--- src/rtl/hv_adc_ctrl_pkg.sv ---
// Shared HV ADC definitions: data width, scheduler FSM states and the minimum
// round period.
package hv_adc_ctrl_pkg;

  localparam int unsigned HV_ADC_DW     = 10;
  localparam int unsigned HV_MIN_PERIOD = 16;

  typedef enum logic [1:0] {
    StIdle,
    StStart,
    StWait,
    StNext
  } hv_adc_state_e;

  // Requested periods shorter than the minimum are stretched up to it.
  function automatic logic [15:0] hv_eff_period(input logic [15:0] period);
    return (period < 16'(HV_MIN_PERIOD)) ? 16'(HV_MIN_PERIOD) : period;
  endfunction

endpackage

--- src/rtl/hv_adc_rdy_sync.sv ---
// Two-flop synchronizer for the asynchronous analog ready flag, followed by a
// rising-edge detector on the synchronized value.
module hv_adc_rdy_sync (
  input  logic i_clk,
  input  logic i_rst,
  input  logic i_rdy,
  output logic o_rise
);

  logic r_sync1;
  logic r_sync2;
  logic r_prev;

  always_ff @(posedge i_clk) begin
    if (i_rst) begin
      r_sync1 <= 1'b0;
      r_sync2 <= 1'b0;
      r_prev  <= 1'b0;
    end else begin
      r_sync1 <= i_rdy;
      r_sync2 <= r_sync1;
      r_prev  <= r_sync2;
    end
  end

  assign o_rise = r_sync2 & ~r_prev;

endmodule

--- src/rtl/hv_adc_ctrl.sv ---
// Two-channel HV ADC scheduler: periodic rounds, start pulse, ready wait with
// timeout, result capture and sticky error flags.
module hv_adc_ctrl
  import hv_adc_ctrl_pkg::*;
#(
  parameter int unsigned ADC_DW    = HV_ADC_DW,
  parameter int unsigned START_CYC = 2,
  parameter int unsigned TMO_CYC   = 255
) (
  input  logic              i_clk,
  input  logic              i_rst,
  input  logic              i_adc_en,
  input  logic [1:0]        i_ch_en,
  input  logic [15:0]       i_smp_period,
  input  logic              i_err_clr,
  input  logic              i_ang_dgt_adc_rdy,
  input  logic [ADC_DW-1:0] i_ang_dgt_adc_data,
  output logic              o_dgt_ang_adc_start,
  output logic              o_dgt_ang_adc_sel,
  output logic              o_smp_vld,
  output logic              o_smp_ch,
  output logic [ADC_DW-1:0] o_smp_data,
  output logic [1:0]        o_tmo_err,
  output logic              o_ovr_err,
  output logic              o_busy
);

  localparam logic [15:0] StartLast = 16'(START_CYC - 1);
  localparam logic [15:0] TmoLast   = 16'(TMO_CYC - 1);

  hv_adc_state_e     r_state, w_state_d;
  logic [15:0]       r_per_cnt;
  logic [15:0]       r_cyc, w_cyc_d;
  logic              r_sel, w_sel_d;
  logic              r_pend, w_pend_d;
  logic              r_smp_vld, w_vld_d;
  logic              r_smp_ch;
  logic [ADC_DW-1:0] r_smp_data;
  logic [1:0]        r_tmo_err, w_tmo_set;
  logic              r_ovr_err;
  logic              w_cap;
  logic              w_rise;
  logic              w_tick;
  logic              w_ovr_set;
  logic [15:0]       w_per;

  hv_adc_rdy_sync u_rdy_sync (
    .i_clk  (i_clk),
    .i_rst  (i_rst),
    .i_rdy  (i_ang_dgt_adc_rdy),
    .o_rise (w_rise)
  );

  assign w_per     = hv_eff_period(i_smp_period);
  assign w_tick    = i_adc_en && (r_per_cnt == 16'd0);
  assign w_ovr_set = w_tick && (r_state != StIdle);

  // '>=' keeps the count in range if the period shrinks mid-count.
  always_ff @(posedge i_clk) begin
    if (i_rst || !i_adc_en) begin
      r_per_cnt <= 16'd0;
    end else if (r_per_cnt >= w_per - 16'd1) begin
      r_per_cnt <= 16'd0;
    end else begin
      r_per_cnt <= r_per_cnt + 16'd1;
    end
  end

  always_comb begin
    w_state_d = r_state;
    w_cyc_d   = r_cyc;
    w_sel_d   = r_sel;
    w_pend_d  = r_pend;
    w_vld_d   = 1'b0;
    w_cap     = 1'b0;
    w_tmo_set = 2'b00;
    unique case (r_state)
      StIdle: begin
        if (w_tick && (i_ch_en != 2'b00)) begin
          w_sel_d   = ~i_ch_en[0];
          w_pend_d  = &i_ch_en;
          w_cyc_d   = 16'd0;
          w_state_d = StStart;
        end
      end
      StStart: begin
        if (r_cyc == StartLast) begin
          w_cyc_d   = 16'd0;
          w_state_d = StWait;
        end else begin
          w_cyc_d = r_cyc + 16'd1;
        end
      end
      StWait: begin
        if (w_rise) begin
          w_cap     = 1'b1;
          w_vld_d   = 1'b1;
          w_state_d = StNext;
        end else if (r_cyc == TmoLast) begin
          w_tmo_set[r_sel] = 1'b1;
          w_state_d        = StNext;
        end else begin
          w_cyc_d = r_cyc + 16'd1;
        end
      end
      StNext: begin
        if (r_pend) begin
          w_sel_d   = 1'b1;
          w_pend_d  = 1'b0;
          w_cyc_d   = 16'd0;
          w_state_d = StStart;
        end else begin
          w_state_d = StIdle;
        end
      end
      default: w_state_d = StIdle;
    endcase
    // Dropping the enable aborts the round with no strobe and no timeout.
    if (!i_adc_en) begin
      w_state_d = StIdle;
      w_vld_d   = 1'b0;
      w_cap     = 1'b0;
      w_tmo_set = 2'b00;
    end
  end

  always_ff @(posedge i_clk) begin
    if (i_rst) begin
      r_state    <= StIdle;
      r_cyc      <= 16'd0;
      r_sel      <= 1'b0;
      r_pend     <= 1'b0;
      r_smp_vld  <= 1'b0;
      r_smp_ch   <= 1'b0;
      r_smp_data <= '0;
      r_tmo_err  <= 2'b00;
      r_ovr_err  <= 1'b0;
    end else begin
      r_state   <= w_state_d;
      r_cyc     <= w_cyc_d;
      r_sel     <= w_sel_d;
      r_pend    <= w_pend_d;
      r_smp_vld <= w_vld_d;
      if (w_cap) begin
        r_smp_ch   <= r_sel;
        r_smp_data <= i_ang_dgt_adc_data;
      end
      // A flag being set in the same cycle as a clear stays set.
      r_tmo_err <= (i_err_clr ? 2'b00 : r_tmo_err) | w_tmo_set;
      r_ovr_err <= (i_err_clr ? 1'b0 : r_ovr_err) | w_ovr_set;
    end
  end

  assign o_dgt_ang_adc_start = (r_state == StStart);
  assign o_dgt_ang_adc_sel   = r_sel;
  assign o_smp_vld           = r_smp_vld;
  assign o_smp_ch            = r_smp_ch;
  assign o_smp_data          = r_smp_data;
  assign o_tmo_err           = r_tmo_err;
  assign o_ovr_err           = r_ovr_err;
  assign o_busy              = (r_state != StIdle);

endmodule

--- config.mk ---
export PLATFORM = sky130hd
export DESIGN_NAME = hv_adc_ctrl
export DESIGN_NICKNAME = d
export VERILOG_FILES = /design/src/rtl/hv_adc_ctrl_pkg.sv /design/src/rtl/hv_adc_rdy_sync.sv /design/src/rtl/hv_adc_ctrl.sv
export SDC_FILE = /design/constraint.sdc
export NUM_CORES = 1
export LEC_CHECK = 0
export BUFFER_PORTS_ARGS = -buffer_cell sky130_fd_sc_hd__buf_2
export CAP_MARGIN = 20
export CORE_AREA = 2 2 78 80
export DETAILED_ROUTE_END_ITERATION = 12
export DIE_AREA = 0 0 80 82
export GPL_ROUTABILITY_DRIVEN = 0
export PLACE_DENSITY_LB_ADDON = 0.25
export SLEW_MARGIN = 15
export SYNTH_ARGS = -nofsm -noshare
export SYNTH_HDL_FRONTEND = slang
export SYNTH_SLANG_ARGS = --single-unit
--- constraint.sdc ---
create_clock -name i_clk -period 8.13 [get_ports i_clk]
set_input_delay 1.2195 -clock i_clk [delete_from_list [all_inputs] [get_ports i_clk]]
set_output_delay 1.2195 -clock i_clk [all_outputs]
set_load 0.05 [all_outputs]
Word-level counts from Yosys, hierarchy flattened
Index checks and enable logic that the tools add are counted.
{"block": "op_classes", "add_sub_neg": 3, "eq_ne": 11, "bitwise_logic": 6, "div_mod_pow": 0, "mul": 0, "order_cmp": 4, "mux": 29, "shifts": 0, "n_reduce_logical": 18}
{"op": "$mux 16", "n": 6}
{"op": "$pmux 16 s4", "n": 1}
{"op": "$add 16x1->16 const B", "n": 2}
{"op": "$mux 2", "n": 9}
{"op": "$eq 16x1->1 const B", "n": 1}
{"op": "$eq 16x8->1 const B", "n": 1}
{"op": "$ge 16x16->1", "n": 1}
{"op": "$logic_not 16->1", "n": 1}
{"op": "$lt 16x5->1 const B", "n": 1}
{"op": "$sub 16x1->16 const B", "n": 1}
{"op": "$mux 1", "n": 9}
{"op": "$ne 2x2->1 const B", "n": 4}
{"op": "$pmux 2 s4", "n": 1}
{"op": "$reduce_and 3->1", "n": 2}
{"op": "$reduce_bool 2->1", "n": 3}
{"op": "$eq 2x2->1 const B", "n": 2}
{"op": "$logic_and 1x1->1", "n": 4}
{"op": "$pmux 1 s2", "n": 2}
{"op": "$reduce_and 2->1", "n": 2}
{"op": "$reduce_and 4->1", "n": 1}
{"op": "$reduce_or 2->1", "n": 2}
{"op": "$ne 3x2->1 const B", "n": 1}
{"op": "$not 1->1", "n": 3}
{"op": "$eq 2x1->1 const B", "n": 1}
{"op": "10 further kinds", "n": 10}
{"block": "word_totals", "mem_count": 0, "mem_bits_ro": 0, "register_bits": 54, "latch_bits": 0, "ramBits": 0}

Depth between registers and ports, before layout
Gate-level depths: netlist (run 1).
{"block": "logic_depth", "depth_word": 9, "depth_mapped": 16}

By module
From an unflattened synthesis (run 1), not the netlist that was laid out.
{"block": "hier_totals", "cells_unflattened": 411, "hier_area_um2": 3410.8}
{"mod": "hv_adc_ctrl", "n_inst": 1, "seq_area_each_um2": 1021.0, "cells_per_inst": 404, "area_per_inst_um2": 3323.2}
{"mod": "hv_adc_rdy_sync", "n_inst": 1, "seq_area_each_um2": 60.1, "cells_per_inst": 7, "area_per_inst_um2": 87.6}

Worst setup path before layout (run 1)
Ideal clock, no wire load.
{"block": "synth_path", "path_kind": "input to register", "startpoint": "input port i_smp_period[11]", "endpoint": "register r_per_cnt[10]", "arrival_time_ns": 5.762, "n_path_buf": 1, "path_slack_ns": 2.240, "stages": 15, "path_cell_list": "or4_1 > or4_1 > or4_1 > nand2_1 > ha_1 > nor3b_1 > o211ai_1 > nor4_1 > xnor2_1 > ha_1 > nand4_1 > or4b_2 > o221ai_1 > clkbuf_1 > nor2_1"}
{"block": "synth_between", "elab_chain_cells": 5}
{"item": "start, declared", "line_no": "hv_adc_ctrl.sv:14", "rtl": "input logic [15:0] i_smp_period,"}
{"item": "$lt 16x5->1", "line_no": "hv_adc_ctrl_pkg.sv:17", "rtl": "return (period < 16'(HV_MIN_PERIOD)) ? 16'(HV_MIN_PERIOD) : period;"}
{"item": "$mux 16 (*)", "line_no": "hv_adc_ctrl_pkg.sv:17"}
{"item": "$sub 16x1->16 (*)", "line_no": "hv_adc_ctrl.sv:62", "rtl": "end else if (r_per_cnt >= w_per - 16'd1) begin"}
{"item": "$ge 16x16->1 (*)", "line_no": "hv_adc_ctrl.sv:62"}
{"item": "$reduce_or 2->1 (no line) (*)"}
{"item": "end signal, assigned", "line_no": "hv_adc_ctrl.sv:65", "rtl": "r_per_cnt <= r_per_cnt + 16'd1;"}
{"item": "end, declared", "line_no": "hv_adc_ctrl.sv:32", "rtl": "logic [15:0] r_per_cnt;"}
Mark *: on every way between the ends. The rest lies on a longest branch, timed or not.
A chain may end at the register's enable or synchronous reset.

Worst setup path in the final report (run 1)
{"block": "layout_path", "startpoint": "input port i_smp_period[11]", "endpoint": "register r_per_cnt[9]"}
The elaborated chain is that of the path after synthesis.

==> out/results.tsv, run 1 <==
stage	metric	value	unit
synthesis	Seq cells post-synth	54	
hold_path	hold path start	u_rdy_sync.r_sync1	
timing	RSZ-0062 raised after global routing	no	
clocking	hold_buf cts	0	
timing	# setup viols final	0	
drt	DRC viols	0	
timing	Final Max Tran Viols	0	
grt	gr ovfl total	0	
synthesis	Yosys top cell area share	0.329	
final_layout	Finished Layout Cells	513	
synthesis	Post-Syn Area	3290	µm²
clocking	postcts setup bufs	0	
grt	number of global-route vias before repair	2724	
timing	actual slew at the worst max-slew pin	688	ps
final_layout	Ant. Diodes	0	
worst_setup_path	worst endpoint required time	8330	ps
worst_setup_path	CP Cell Sequence	buf_2, or4_1, or4_1, or4_1, nand2_1, ha_1, nor3b_1, o211ai_1, nor4_1, xnor2_1, ha_1, nand4_1, or4b_2, o221ai_1, buf_4, nor2_1	
synthesis	post-synthesis cell type count	54	
clocking	Clock Sinks	54	
grt	number of antenna violations at the first check in global routing	0	
final_layout	Area Growth Syn to Fin	12.7	%
drt	Vias	3066	
die	starting density of the core	0.572	
worst_setup_path	cell family with most CP delay	simple AND/OR/NAND/NOR gates	
clocking	Post-CTS Resized	0	
worst_setup_path	Crit Path Max Fanout	16	
synthesis	async set-reset flop share out of synthesis	0	
die	die width	80	µm
worst_setup_path	Critical Path AT	6000	ps
synthesis	Yosys warnings	0	
drt	Total Routed Length	7470	µm
placed_design	dpl cells	505	
synthesis	Synth area leaders	dfxtp_1, ha_1, nand2_1	
worst_setup_path	CP endpoint kind	flip-flop	
synthesis	Main synth FF type	dfxtp_1	
hold_path	Hold EP	u_rdy_sync.r_sync2	
worst_setup_path	Reg-to-Reg Start	r_cyc[0]	
drt	Vias/cell	5.98	
synthesis	Seq/Total Area, Yosys	0.329	
job	max-cap check violation count	0	
hold_path	worst hold-check path type	flip-flop to flip-flop	
final_layout	layout net count	497	
final_layout	fin area	3710	µm²
power	Peak VDD IR	88.8	µV
timing	final hold violations	0	
hold_path	WHS Path Cells	1	
placed_design	# port buffers	50	
clocking	Worst-path clk slew	100	ps
timing	fmax	173	MHz
clocking	CTS max path bufs	2	
power	Power, Total	0.000511	W
grt	first-pass GRT wire length	12100	µm
grt	gr usage total	0.230	
timing	Worst slew margin	0.535	
worst_setup_path	crit path launch type	input pin	
timing	sum of negative setup slack	0	ps
power	leak pwr	1.45	nW
timing	clk_skew	6.07	ps
final_layout	most common cell after layout, fill and taps aside	dfxtp_1	
placed_design	Final HPWL DP	5570	µm
clocking	clock root cell	clkbuf_8	
worst_setup_path	R2R setup slack	5420	ps
clocking	H-tree depth	2	
clocking	CTS tree	done	
final_layout	layout cells sized above 1	0.169	
synthesis	syn nets	449	
timing	Final period util	0.713	
die	Rows	28	
run_status	outcome	completed	
worst_setup_path	Bufs and invs on worst path	2	
worst_setup_path	R2R Path End	r_cyc[10]	
final_layout	most frequent cells in the layout	dfxtp_1, buf_2, nand2_1	
worst_setup_path	most used cell, CP	or4_1	
drt	First-pass DRT Iterations	4	
die	DIE AREA	6560	µm²
placed_design	Placed Area	3600	µm²
drt	final antenna-violating net count	0	
die	Core Box Area	5750	µm²
grt	maximum number of pins on one net before global-route repair	22	
clocking	total CTS buffers	5	
die	Ports	51	
worst_setup_path	Crit Path Class	input pin to flip-flop	
drt	Routed WL per cell	14.6	µm
timing	Final min period	5800	ps
worst_setup_path	CP max-delay cell	or4b_2	
synthesis	Synth area leader	dfxtp_1	
worst_setup_path	R2R cell count	6	
power	P per Cell Area	138	nW/µm²
worst_setup_path	slowest stage delay, CP	680	ps
synthesis	Mean Syn Cell Area	8.45	µm²
synthesis	Syn Inst Count	389	
synthesis	Post-synth EDFFs	0	
die	Die H	82	µm
clocking	Clock Latency Late Sink	310	ps
drt	DR iter-0 viols	144	
-- metrics by stage --
step	util	hold WS, ps	setup slack [ps]
3_3_place_gp	0.626	437	2170
4_1_cts	0.645	456	2340
3_5_place_dp	0.626	433	2020
6_report	0.645	454	2330
5_1_grt	0.645	475	2130
2_1_floorplan	-	414	2240
-- final cells by class --
| type | instances | area [µm²] |
|---|---|---|
| Multi-Input combinational cell | 307 | 2090 |
| Fill cell | 500 | 2040 |
| Sequential cell | 54 | 1080 |
| Timing Repair Buffer | 52 | 265 |
| Tap cell | 75 | 93.8 |
| Clock buffer | 6 | 72.6 |
| Inverter | 17 | 63.8 |
| Clock inverter | 2 | 37.5 |
-- flip-flops by register name (all words and copies together), names as in the netlist, 2 cells and up --
| register | cells |
|---|---|
| r_cyc | 16 |
| o_smp_data | 10 |
| o_tmo_err | 2 |
| r_state | 2 |
| r_per_cnt | 16 |
-- layer usage --
layer / vias to the layer above / global-route usage / wire, µm
met1: 1402 / 0.274 / 3290
li1: 1545 / - / -
met2: 100 / 0.420 / 3670
met4: 0 / 0.0814 / 161
met3: 19 / 0.0330 / 352
met5: - / 0 / 0
-- how the worst max path moves through the flow --
stage	startpoint	to	cells past startpoint
after floorplan	i_smp_period[11]	r_per_cnt[10]	15
after global placement	i_smp_period[11]	r_per_cnt[9]	16
after detailed placement	i_smp_period[11]	r_per_cnt[9]	16
after CTS	i_smp_period[11]	r_per_cnt[9]	16
after global routing	i_smp_period[11]	r_per_cnt[9]	16
final	i_smp_period[11]	r_per_cnt[9]	16
-- synth_stat cells (2+ instances only) --
| cell | count |
|---|---|
| nand2_1 | 44 |
| o21a_1 | 2 |
| xnor2_1 | 16 |
| or4_1 | 3 |
| a21o_1 | 5 |
| or2_2 | 2 |
| nand3_1 | 13 |
| o311a_1 | 2 |
| nor4_2 | 2 |
| a221oi_1 | 4 |
| or4_4 | 2 |
| nor3b_1 | 2 |
| o31ai_1 | 4 |
| o211ai_1 | 2 |
| ha_1 | 27 |
| nand2b_1 | 3 |
| nor4_1 | 7 |
| clkbuf_1 | 8 |
| nor3_1 | 7 |
| a21oi_1 | 16 |
| and3_1 | 9 |
| inv_1 | 16 |
| a211oi_1 | 12 |
| and4_1 | 4 |
| o21ai_0 | 11 |
| a22oi_1 | 2 |
| or4b_2 | 2 |
| buf_2 | 2 |
| o41ai_1 | 4 |
| nand4_1 | 12 |
| nor2b_1 | 8 |
| o32ai_1 | 2 |
| o22ai_1 | 3 |
| o311ai_0 | 7 |
| nor2_1 | 37 |
| xor2_1 | 10 |
| dfxtp_1 | 54 |
| or3_1 | 7 |
-- cell families (layout without fill, tap and decap cells) --
logic type / count (synthesis) / count (layout) / share of synthesized area
adder cells (fa/ha/maj): 27 / 27 / 0.103
AND/OR/NAND/NOR: 169 / 169 / 0.272
flip-flops: 54 / 54 / 0.329
multiplexers: 1 / 1 / 0.00304
AO/OA/AOI/OAI: 84 / 84 / 0.189
buffers and inverters: 28 / 77 / 0.0350
XOR/XNOR: 26 / 26 / 0.0693
-- power breakdown --
part / total, W / internal [W] / switching [W]
clock: 0.000179 / 0.0000920 / 0.0000870
sequential: 0.000269 / 0.000267 / 0.00000205
combinational: 0.0000630 / 0.0000239 / 0.0000391
total: 0.000511 / 0.000383 / 0.000128
Note: power is estimated with default switching activity, not from simulation.
==> inputs of run 2 (changes only) <==
Settings changed: CORE_AREA 2 2 78 80 to 2 2 79 81, DIE_AREA 0 0 80 82 to 0 0 81 83.
Clock period 8.13 ns to 5.5 ns, I/O delays scaled along.
==> run 2 against run 1 <==
Critical path depth did not move. Flip-flop and latch count did not move. Worst hold slack improved by 4.3 ps. Routed wire length fell by 3.9%. Register-to-register slack got worse by 2500 ps. Clock power rose by 46%. Critical path type unchanged. Largest power group unchanged. Highest routed layer unchanged.
==> out/results.tsv, run 2 (synthesis gave the netlist of run 1 again) <==
stage	metric	value	unit
run_status	outcome	completed	
clocking	Post-CTS Resized	0	
worst_setup_path	worst endpoint required time	5700	ps
clocking	Clock Sinks	54	
clocking	Worst-path clk slew	100	ps
placed_design	dpl cells	507	
hold_path	hold path start	o_smp_data[5]	
drt	DRC viols	0	
die	die width	81	µm
worst_setup_path	CP startpoint	i_smp_period[11]	
worst_setup_path	Crit Path Class	input pin to flip-flop	
timing	fmax	197	MHz
timing	clk_skew	5.37	ps
placed_design	Placed Area	3610	µm²
timing	sum of negative setup slack	0	ps
power	Peak VDD IR	135	µV
worst_setup_path	R2R cell count	6	
final_layout	Ant. Diodes	0	
final_layout	layout cells sized above 1	0.173	
power	P per Cell Area	202	nW/µm²
placed_design	Setup Slack @ Placement	70.6	ps
drt	Routed WL per cell	13.9	µm
timing	# setup viols final	0	
die	Core Box Area	5820	µm²
hold_path	Hold EP	o_smp_data[5]	
placed_design	Final HPWL DP	5470	µm
worst_setup_path	R2R setup slack	2890	ps
hold_path	WHS Path Cells	2	
clocking	CTS max path bufs	2	
grt	gr usage total	0.224	
power	leak pwr	1.46	nW
worst_setup_path	CP endpoint kind	flip-flop	
die	Die H	83	µm
drt	Total Routed Length	7180	µm
grt	first-pass GRT wire length	12400	µm
timing	Final period util	0.923	
clocking	postcts setup bufs	0	
worst_setup_path	Critical Path AT	5280	ps
grt	number of global-route vias before repair	2721	
die	Ports	51	
timing	RSZ-0062 raised after global routing	no	
power	Power, Total	0.000752	W
grt	gr ovfl total	0	
die	starting density of the core	0.565	
timing	worst setup margin	422	ps
drt	Vias/cell	5.88	
timing	final hold violations	0	
grt	maximum number of pins on one net before global-route repair	22	
drt	DR iter-0 viols	216	
clocking	hold_buf cts	0	
final_layout	layout net count	499	
job	max-cap check violation count	0	
timing	actual slew at the worst max-slew pin	697	ps
clocking	clock root cell	clkbuf_8	
drt	First-pass DRT Iterations	4	
final_layout	most frequent cells in the layout	dfxtp_1, buf_2, nand2_1	
placed_design	# port buffers	50	
final_layout	most common cell after layout, fill and taps aside	dfxtp_1	
worst_setup_path	Crit Path Max Fanout	16	
hold_path	worst hold-check path type	flip-flop to flip-flop	
die	DIE AREA	6720	µm²
clocking	Clock Latency Late Sink	310	ps
clocking	total CTS buffers	5	
grt	number of antenna violations at the first check in global routing	0	
drt	final antenna-violating net count	0	
final_layout	Area Growth Syn to Fin	13.2	%
clocking	H-tree depth	2	
drt	Vias	3030	
worst_setup_path	crit path launch type	input pin	
worst_setup_path	R2R Path End	r_state[0]	
clocking	CTS tree	done	
final_layout	fin area	3720	µm²
timing	Final min period	5080	ps
timing	Worst slew margin	0.529	
die	Rows	28	
worst_setup_path	Reg-to-Reg Start	r_cyc[0]	
final_layout	Finished Layout Cells	515	
timing	Final Max Tran Viols	0	
-- run 2: cell types whose count changed in the layout (fill, tap and decap cells not counted) --
cell / previous run / this run
buf_4: 2 / 4
-- run 2: how the worst max path moves through the flow --
stage	to	depth (start not counted)
2_1_floorplan	r_per_cnt[10]	15
3_3_place_gp	r_per_cnt[9]	16
3_5_place_dp	r_per_cnt[8]	16
4_1_cts	r_per_cnt[5]	16
5_1_grt	r_per_cnt[6]	16
6_report	r_per_cnt[5]	16
-- run 2: routing by layer --
layer | vias to the layer above | part of all wire | wire length, µm | GRT usage
li1 | 1542 | - | - | -
met5 | - | 0 | 0 | 0
met3 | 8 | 0.040 | 287 | 0.0359
met1 | 1401 | 0.46 | 3270 | 0.296
met4 | 0 | 0.011 | 82 | 0.0555
met2 | 79 | 0.49 | 3540 | 0.377
-- run 2: per-stage QoR --
| stage | hold slack (ps) | utilization |
|---|---|---|
| CTS | 460 | 0.640 |
| global placement | 438 | 0.621 |
| detailed placement | 447 | 0.621 |
| floorplan | 414 | - |
| global route | 478 | 0.640 |
| finish | 458 | 0.640 |
-- run 2: layout make-up --
type | count | area [µm²]
Fill cell | 539 | 2090
Tap cell | 75 | 93.8
Inverter | 17 | 63.8
Sequential cell | 54 | 1080
Timing Repair Buffer | 54 | 280
Clock buffer | 6 | 72.6
Multi-Input combinational cell | 307 | 2090
Clock inverter | 2 | 37.5
-- run 2: power breakdown --
part | total [W] | leakage (nW) | switching [W] | internal (W)
Combinational | 0.0000931 | 0.971 | 0.0000575 | 0.0000356
Clock | 0.000262 | 0.0514 | 0.000126 | 0.000136
Sequential | 0.000397 | 0.436 | 0.00000315 | 0.000394
-- run 2: worst max-delay path, stage by stage --
cell and delay (ps):
buf_2 120, or4_1 570, or4_1 430, or4_1 540, nand2_1 120, ha_1 190
nor3b_1 250, o211ai_1 230, nor4_1 290, xnor2_1 110, ha_1 300, nand4_1 120
or4b_2 680, o221ai_1 200, buf_4 240, nor2_1 70
